--- src/rtl/mmio_hub_pkg.sv ---
// Shared decode constants, button status layout and target select for the MMIO hub.
`ifndef DATA_WIDTH
`define DATA_WIDTH 32
`endif

package mmio_pkg;

  localparam logic [7:0] OFF_SW  = 8'h00;
  localparam logic [7:0] OFF_BTN = 8'h40;
  localparam logic [7:0] OFF_LED = 8'h80;
  localparam logic [7:0] OFF_SEG = 8'hC0;
  localparam logic [7:0] OFF_CNT = 8'hC4;

  typedef struct packed {
    logic [15:0] sticky;
    logic [15:0] level;
  } btn_status_t;

  typedef enum logic [2:0] {
    SEL_NONE,
    SEL_SW,
    SEL_BTN,
    SEL_LED,
    SEL_SEG,
    SEL_CNT
  } mmio_sel_e;

endpackage

--- src/rtl/mmio_hub_if.sv ---
// CPU-side load/store port of the MMIO hub; DataIo is combinational read data.
`ifndef DATA_WIDTH
`define DATA_WIDTH 32
`endif

interface mmio_hub_if;
  logic [`DATA_WIDTH-1:0] Address;
  logic [`DATA_WIDTH-1:0] WriteData;
  logic                   MemWrite;
  logic                   MemRead;
  logic [`DATA_WIDTH-1:0] DataIo;

  modport master (output Address, WriteData, MemWrite, MemRead, input DataIo);
  modport slave  (input Address, WriteData, MemWrite, MemRead, output DataIo);
endinterface

--- src/rtl/mmio_hub_debounce.sv ---
// One button: 2-flop synchroniser, stability counter, accepted level and a one-cycle
// rise pulse that is high during the cycle whose closing edge flips the level 0->1.
module mmio_debounce #(
  parameter logic [19:0] DEBOUNCE_CYCLES = 20'd1_000_000
) (
  input  logic clk,
  input  logic reset,
  input  logic btn_i,
  output logic level_o,
  output logic rise_o
);

  logic        s1_q, s2_q, level_q, level_d;
  logic [19:0] cnt_q, cnt_d;
  logic        differ, done;

  assign differ = (s2_q != level_q);
  assign done   = differ && (cnt_q == DEBOUNCE_CYCLES - 20'd1);

  always_comb begin
    cnt_d   = '0;
    level_d = level_q;
    if (done)        level_d = ~level_q;
    else if (differ) cnt_d   = cnt_q + 20'd1;
  end

  always_ff @(posedge clk or posedge reset) begin
    if (reset) begin
      s1_q    <= 1'b0;
      s2_q    <= 1'b0;
      level_q <= 1'b0;
      cnt_q   <= '0;
    end else begin
      s1_q    <= btn_i;
      s2_q    <= s1_q;
      level_q <= level_d;
      cnt_q   <= cnt_d;
    end
  end

  assign level_o = level_q;
  assign rise_o  = done && !level_q;

endmodule

--- src/rtl/mmio_hub.sv ---
// MMIO hub: window decode, switch sync, button status with sticky flags, LED/seg registers
// and a loadable cycle counter. Reads are combinational; writes land on the next edge.
`ifndef DATA_WIDTH
`define DATA_WIDTH 32
`endif

module mmio_hub
  import mmio_pkg::*;
#(
  parameter logic [31:0] BASE            = 32'hffff_ff00,
  parameter int          N_SW            = 2,
  parameter int          SW_WIDTH        = 8,
  parameter int          N_LED           = 3,
  parameter int          LED_WIDTH       = 8,
  parameter int          N_BTN           = 1,
  parameter logic [19:0] DEBOUNCE_CYCLES = 20'd1_000_000,
  parameter logic [31:0] SEG_RESET       = 32'h01ab_cdef
) (
  input  logic                         clk,
  input  logic                         reset,
  mmio_hub_if.slave                    bus,
  input  logic [N_SW*SW_WIDTH-1:0]     Switch,
  input  logic [N_BTN-1:0]             Button,
  output logic [N_LED*LED_WIDTH-1:0]   LedOut,
  output logic [`DATA_WIDTH-1:0]       Seg1Out
);

  logic                       in_win;
  logic [7:0]                 off;
  logic [3:0]                 idx;
  mmio_sel_e                  sel;
  logic [N_SW*SW_WIDTH-1:0]   sw_s1_q, sw_s2_q;
  logic [N_LED*LED_WIDTH-1:0] led_q, led_d;
  logic [31:0]                seg_q, seg_d, cnt_q, cnt_d;
  logic [N_BTN-1:0]           sticky_q, sticky_d, btn_level, btn_rise;
  logic                       rd_clr;
  btn_status_t                status;
  logic [31:0]                rdata;
  logic                       unused_addr;

  assign in_win      = (bus.Address[31:8] == BASE[31:8]);
  assign off         = {bus.Address[7:2], 2'b00};
  assign idx         = off[5:2];
  assign unused_addr = ^bus.Address[1:0];

  always_comb begin
    sel = SEL_NONE;
    if (in_win) begin
      if (off[7:6] == OFF_SW[7:6] && {28'd0, idx} < N_SW)        sel = SEL_SW;
      else if (off[7:6] == OFF_LED[7:6] && {28'd0, idx} < N_LED) sel = SEL_LED;
      else if (off == OFF_BTN)                                   sel = SEL_BTN;
      else if (off == OFF_SEG)                                   sel = SEL_SEG;
      else if (off == OFF_CNT)                                   sel = SEL_CNT;
    end
  end

  for (genvar k = 0; k < N_BTN; k++) begin : g_btn
    mmio_debounce #(.DEBOUNCE_CYCLES(DEBOUNCE_CYCLES)) u_db (
      .clk     (clk),
      .reset   (reset),
      .btn_i   (Button[k]),
      .level_o (btn_level[k]),
      .rise_o  (btn_rise[k])
    );
  end

  // A rise on the same edge as a clearing read wins, so the press is not lost.
  assign rd_clr   = bus.MemRead && (sel == SEL_BTN);
  assign sticky_d = (sticky_q & ~{N_BTN{rd_clr}}) | btn_rise;

  always_comb begin
    led_d = led_q;
    seg_d = seg_q;
    cnt_d = cnt_q + 32'd1;
    if (bus.MemWrite) begin
      if (sel == SEL_SEG) seg_d = bus.WriteData;
      if (sel == SEL_CNT) cnt_d = bus.WriteData;
      if (sel == SEL_LED) begin
        for (int j = 0; j < N_LED; j++) begin
          if (idx == j[3:0]) led_d[j*LED_WIDTH +: LED_WIDTH] = bus.WriteData[LED_WIDTH-1:0];
        end
      end
    end
  end

  always_ff @(posedge clk or posedge reset) begin
    if (reset) begin
      sw_s1_q  <= '0;
      sw_s2_q  <= '0;
      led_q    <= '0;
      seg_q    <= SEG_RESET;
      cnt_q    <= '0;
      sticky_q <= '0;
    end else begin
      sw_s1_q  <= Switch;
      sw_s2_q  <= sw_s1_q;
      led_q    <= led_d;
      seg_q    <= seg_d;
      cnt_q    <= cnt_d;
      sticky_q <= sticky_d;
    end
  end

  always_comb begin
    status                   = '0;
    status.level[N_BTN-1:0]  = btn_level;
    status.sticky[N_BTN-1:0] = sticky_q;
    rdata                    = '0;
    case (sel)
      SEL_SW: begin
        for (int j = 0; j < N_SW; j++) begin
          if (idx == j[3:0]) rdata[SW_WIDTH-1:0] = sw_s2_q[j*SW_WIDTH +: SW_WIDTH];
        end
      end
      SEL_LED: begin
        for (int j = 0; j < N_LED; j++) begin
          if (idx == j[3:0]) rdata[LED_WIDTH-1:0] = led_q[j*LED_WIDTH +: LED_WIDTH];
        end
      end
      SEL_BTN: rdata = status;
      SEL_SEG: rdata = seg_q;
      SEL_CNT: rdata = cnt_q;
      default: rdata = '0;
    endcase
  end

  assign bus.DataIo = rdata;
  assign LedOut     = led_q;
  assign Seg1Out    = seg_q;

endmodule

--- src/flat_wrapper.sv ---
// flat-port wrapper written by rule: the top's interface ports become plain ports
module mmio_hub_flat import mmio_pkg::*;
#(
  parameter logic [31:0] BASE            = 32'hffff_ff00,
  parameter int          N_SW            = 2,
  parameter int          SW_WIDTH        = 8,
  parameter int          N_LED           = 3,
  parameter int          LED_WIDTH       = 8,
  parameter int          N_BTN           = 1,
  parameter logic [19:0] DEBOUNCE_CYCLES = 20'd1_000_000,
  parameter logic [31:0] SEG_RESET       = 32'h01ab_cdef
)
  (clk, reset, Switch, Button, LedOut, Seg1Out, bus_Address, bus_WriteData, bus_MemWrite, bus_MemRead, bus_DataIo);
  mmio_hub_if bus_i ();
  input  logic clk;
  input  logic reset;
  input  logic [N_SW*SW_WIDTH-1:0] Switch;
  input  logic [N_BTN-1:0] Button;
  output logic [N_LED*LED_WIDTH-1:0] LedOut;
  output logic [`DATA_WIDTH-1:0] Seg1Out;
  input wire logic [$bits(bus_i.Address)-1:0] bus_Address;
  input wire logic [$bits(bus_i.WriteData)-1:0] bus_WriteData;
  input wire logic [$bits(bus_i.MemWrite)-1:0] bus_MemWrite;
  input wire logic [$bits(bus_i.MemRead)-1:0] bus_MemRead;
  output wire logic [$bits(bus_i.DataIo)-1:0] bus_DataIo;
  assign bus_i.Address = bus_Address;
  assign bus_i.WriteData = bus_WriteData;
  assign bus_i.MemWrite = bus_MemWrite;
  assign bus_i.MemRead = bus_MemRead;
  assign bus_DataIo = bus_i.DataIo;
  mmio_hub #(.BASE(BASE), .N_SW(N_SW), .SW_WIDTH(SW_WIDTH), .N_LED(N_LED), .LED_WIDTH(LED_WIDTH), .N_BTN(N_BTN), .DEBOUNCE_CYCLES(DEBOUNCE_CYCLES), .SEG_RESET(SEG_RESET)) u_core (.clk(clk), .reset(reset), .bus(bus_i), .Switch(Switch), .Button(Button), .LedOut(LedOut), .Seg1Out(Seg1Out));
endmodule
--- config.mk ---
export PLATFORM = sky130hd
export DESIGN_NAME = mmio_hub_flat
export DESIGN_NICKNAME = d
export VERILOG_FILES = /design/src/rtl/mmio_hub_pkg.sv /design/src/rtl/mmio_hub_if.sv /design/src/rtl/mmio_hub_debounce.sv /design/src/rtl/mmio_hub.sv /design/src/flat_wrapper.sv
export SDC_FILE = /design/constraint.sdc
export NUM_CORES = 1
export LEC_CHECK = 0
export CAP_MARGIN = 20
export CORE_ASPECT_RATIO = 0.75
export CORE_MARGIN = 2
export CORE_UTILIZATION = 44
export DETAILED_ROUTE_END_ITERATION = 8
export GPL_TIMING_DRIVEN = 0
export PLACE_DENSITY = 0.81
export SLEW_MARGIN = 10
export SYNTH_ARGS = -nofsm -noshare
export SYNTH_HDL_FRONTEND = slang
export SYNTH_SLANG_ARGS = --single-unit
--- constraint.sdc ---
create_clock -name clk -period 4.1 [get_ports clk]
set_input_delay 0.41 -clock clk [delete_from_list [all_inputs] [get_ports clk]]
set_output_delay 0.41 -clock clk [all_outputs]
set_load 0.005 [all_outputs]
==> impl_metrics.toml <==
[die]
die_h_um = 111
die_area_um2 = 16200
rows = 38
io_pins = 173
core_region_area_um2 = 14600
die_w_um = 146
initial_core_util = 0.456

[synth]
synth_seq_cells = 144
syn_avg_cell_area_um2 = 11.5
yosys.area.top_type_share = 0.472
yosys_warnings = 0
synth-main-ff-cell = "dfrtp_1"
synth-seq-area-share = 0.543
synth_edf_count = 0
synthCells = 583
yosys.area.top_type = "dfrtp_1"
synth_nets = 670
synth.area.top_cells = "dfrtp_1 (47%), mux2_2 (10%), dfstp_2 (7.1%)"
netlist_area_um2 = 6680
synth_cell_type_count = 40
synthArstFlopShare = 1.00

[layout]
nNetsFinal = 861
fill_cells = 1106
fin_area_um2 = 9310
drive_above_1_share = 0.173
syn_to_final_growth_pct = 39.4
antenna_cells = 0
fin_cells = 987

[timing]
finalCriticalPeriod_ns = 3.86
timing.fmax_ghz = 0.259
tns_ns = 0
layout_worst_path_cycle_share = 0.942
hold_viol = 0
clock_skew_ns = 0.00752
rsz0062_at_grt = "false"
worst_pin_slew_ns = 1.03
timing.slew.headroom = 0.305
report.final.slew_viol_count = 0
setup_viol = 0

[placement]
gp_congestion = 0.888
io_buffer_count = 167
place_inst = 954
detailed_place_hpwl_um = 13600
placed_cell_area_um2 = 8690

[worst_setup_path]
end_kind = "output pin"
cp.arrival_ns = 3.45
crit_type = "primary input to output pin"
required_ns = 3.69
cp_max_fo = 10
cp-start-kind = "primary input"

[routing]
wire_per_inst_um = 18.7
drt_iter0_markers = 336
wirelength_um = 18500
met3_length_um = 1260
dr.pass1.iters = 5
wl_met2_um = 8630
top_layer_used = "met4"
vias = 5534
drc_errors = 0
viasPerCell = 5.61
wl_met1_um = 8290
ant_nets = 0

[pwr]
p_comb_frac = 0.054
power_density_nw_per_um2 = 341
p_seq_frac = 0.456
p_sw_mw = 0.812
p_clk_frac = 0.489
intPower_mw = 2.36
swShare = 0.256
max-vdd-ir-drop_uv = 289
p_leak_nw = 3.92
total_power_mw = 3.17

[status]
status = "finished, final reports clean"

[global_routing]
antenna_found_initial = 0
grt_max_degree = 43
grt_pass1_wl_um = 29600
overflow = 0
track_usage = 0.231
grt_pass1_vias = 5573

[clock_tree]
cts_resized = 0
post_cts_buffers = 0
clockBufferDepth = 2
numCtsBuffers = 17
htreeDepth = 4
cts.clk_slew.worst_paths_ns = 0.07
cts_tree = "built"
hold_buffers = 0
cts_sinks = 144
root_buffer = "clkbuf_16"
clock_latency_ns = 0.43

[worst_hold_path]
min_path_type = "primary input to asynchronous set/reset pin"

[run]
cap_violations = 0
## metrics by stage
step / utilization / worst slack [ns] / hold slack, ns
2_1_floorplan: - / 1.73 / 0.331
3_3_place_gp: 0.588 / 0.145 / 0.333
3_5_place_dp: 0.593 / 0.165 / 0.336
4_1_cts: 0.635 / 0.138 / 0.352
5_1_grt: 0.636 / 0.0450 / 0.361
6_report: 0.636 / 0.237 / 0.349
## logic make-up (layout without fill, tap and decap cells)
kind of cell,Yosys count,after routing,synth area share
AO/OA/AOI/OAI,78,78,0.0792
XOR/XNOR,49,49,0.0642
adder cells (fa/ha/maj),2,2,0.00374
buffers and inverters,31,235,0.0191
flip-flops,144,144,0.543
multiplexers,82,82,0.135
AND/OR/NAND/NOR,197,197,0.156
## layout by cell type, fill, tap and decap left out, types with 23 or more instances in the layout
cell | synthesis | layout
clkdlybuf4s50_1 | 0 | 167
xor2_1 | 35 | 35
nand4_1 | 27 | 27
a21oi_1 | 33 | 33
nand2_1 | 29 | 29
mux2_2 | 61 | 61
a22o_1 | 23 | 23
nand3_1 | 24 | 23
dfrtp_1 | 126 | 126
nor2_1 | 72 | 71
## per-layer routing
metal  GRT usage  vias to the layer above
met5           0                        -
met4      0.0731                        0
met3      0.0654                       33
met2       0.355                      228
met1       0.319                     2781
li1            -                     2492
## final timing paths
path,start,endpoint,slack (ns),depth (start not counted)
min,reset,u_core.LedOut[0]$_DFFE_PP0P_,0.35,2
min reg2reg,u_core.sw_s1_q[3]$_DFF_PP0_,u_core.sw_s2_q[3]$_DFF_PP0_,0.35,0
max,bus_Address[28],bus_DataIo[8],0.24,8
max in group asynchronous,reset,u_core.Seg1Out[14]$_DFFE_PP1P_,2.74,5
min in group clk,u_core.sw_s1_q[3]$_DFF_PP0_,u_core.sw_s2_q[3]$_DFF_PP0_,0.35,0
max reg2reg,u_core.cnt_q[0]$_DFF_PP0_,u_core.cnt_q[16]$_DFF_PP0_,1.75,6
## power groups by stage
stage | combinational, mW | sequential, mW | clock, mW
after global routing | 0.186 | 1.45 | 1.65
final | 0.172 | 1.45 | 1.55
after floorplan | 0.0572 | 1.47 | 0
after global placement | 0.158 | 1.47 | 0
after CTS | 0.173 | 1.45 | 1.57
after detailed placement | 0.172 | 1.47 | 0
## worst max-delay path, stage by stage
cell	delay, ns
clkdlybuf4s50_1	0.46
nand4_1	0.15
nor4_4	0.55
and4_1	0.32
clkbuf_1	0.27
clkbuf_1	0.52
a22o_1	0.26
clkdlybuf4s50_1	0.51
## synthesized netlist by cell type (2+ instances only)
cell type / instances
and3_1: 14
a22o_1: 23
mux2i_1: 18
dfstp_2: 18
nand4_1: 27
o21ai_0: 10
nor2b_1: 3
nand4b_1: 2
clkbuf_1: 15
buf_2: 9
a221o_1: 7
and4_1: 6
mux2_2: 61
mux2_1: 3
dfrtp_1: 126
nor4_4: 3
buf_1: 2
nor2_1: 72
ha_1: 2
a21oi_1: 33
nor4_1: 5
nand3_1: 24
inv_1: 5
nor3_1: 4
nand2_1: 29
xnor2_1: 14
xor2_1: 35
## flip-flops by register name, indices dropped and copies added (netlist names), 16 cells and up
name                     cells
u_core.sw_s1_q              16
u_core.cnt_q                32
u_core.LedOut               24
u_core.sw_s2_q              16
u_core.Seg1Out              32
u_core.g_btn.u_db.cnt_q     20
## layout make-up
class                   instances  area [um2]  share of cell area
flip-flops and latches        144        3630               0.389
multi-input cells             408        2940               0.315
plain buffers                  26         109              0.0117
repair buffers                172        1760               0.189
clock inverters                15         188              0.0202
well taps                     200         250              0.0269
clock buffers                  17         425              0.0457
inverters                       5        22.5             0.00242
(Power assumes the default switching activity.)
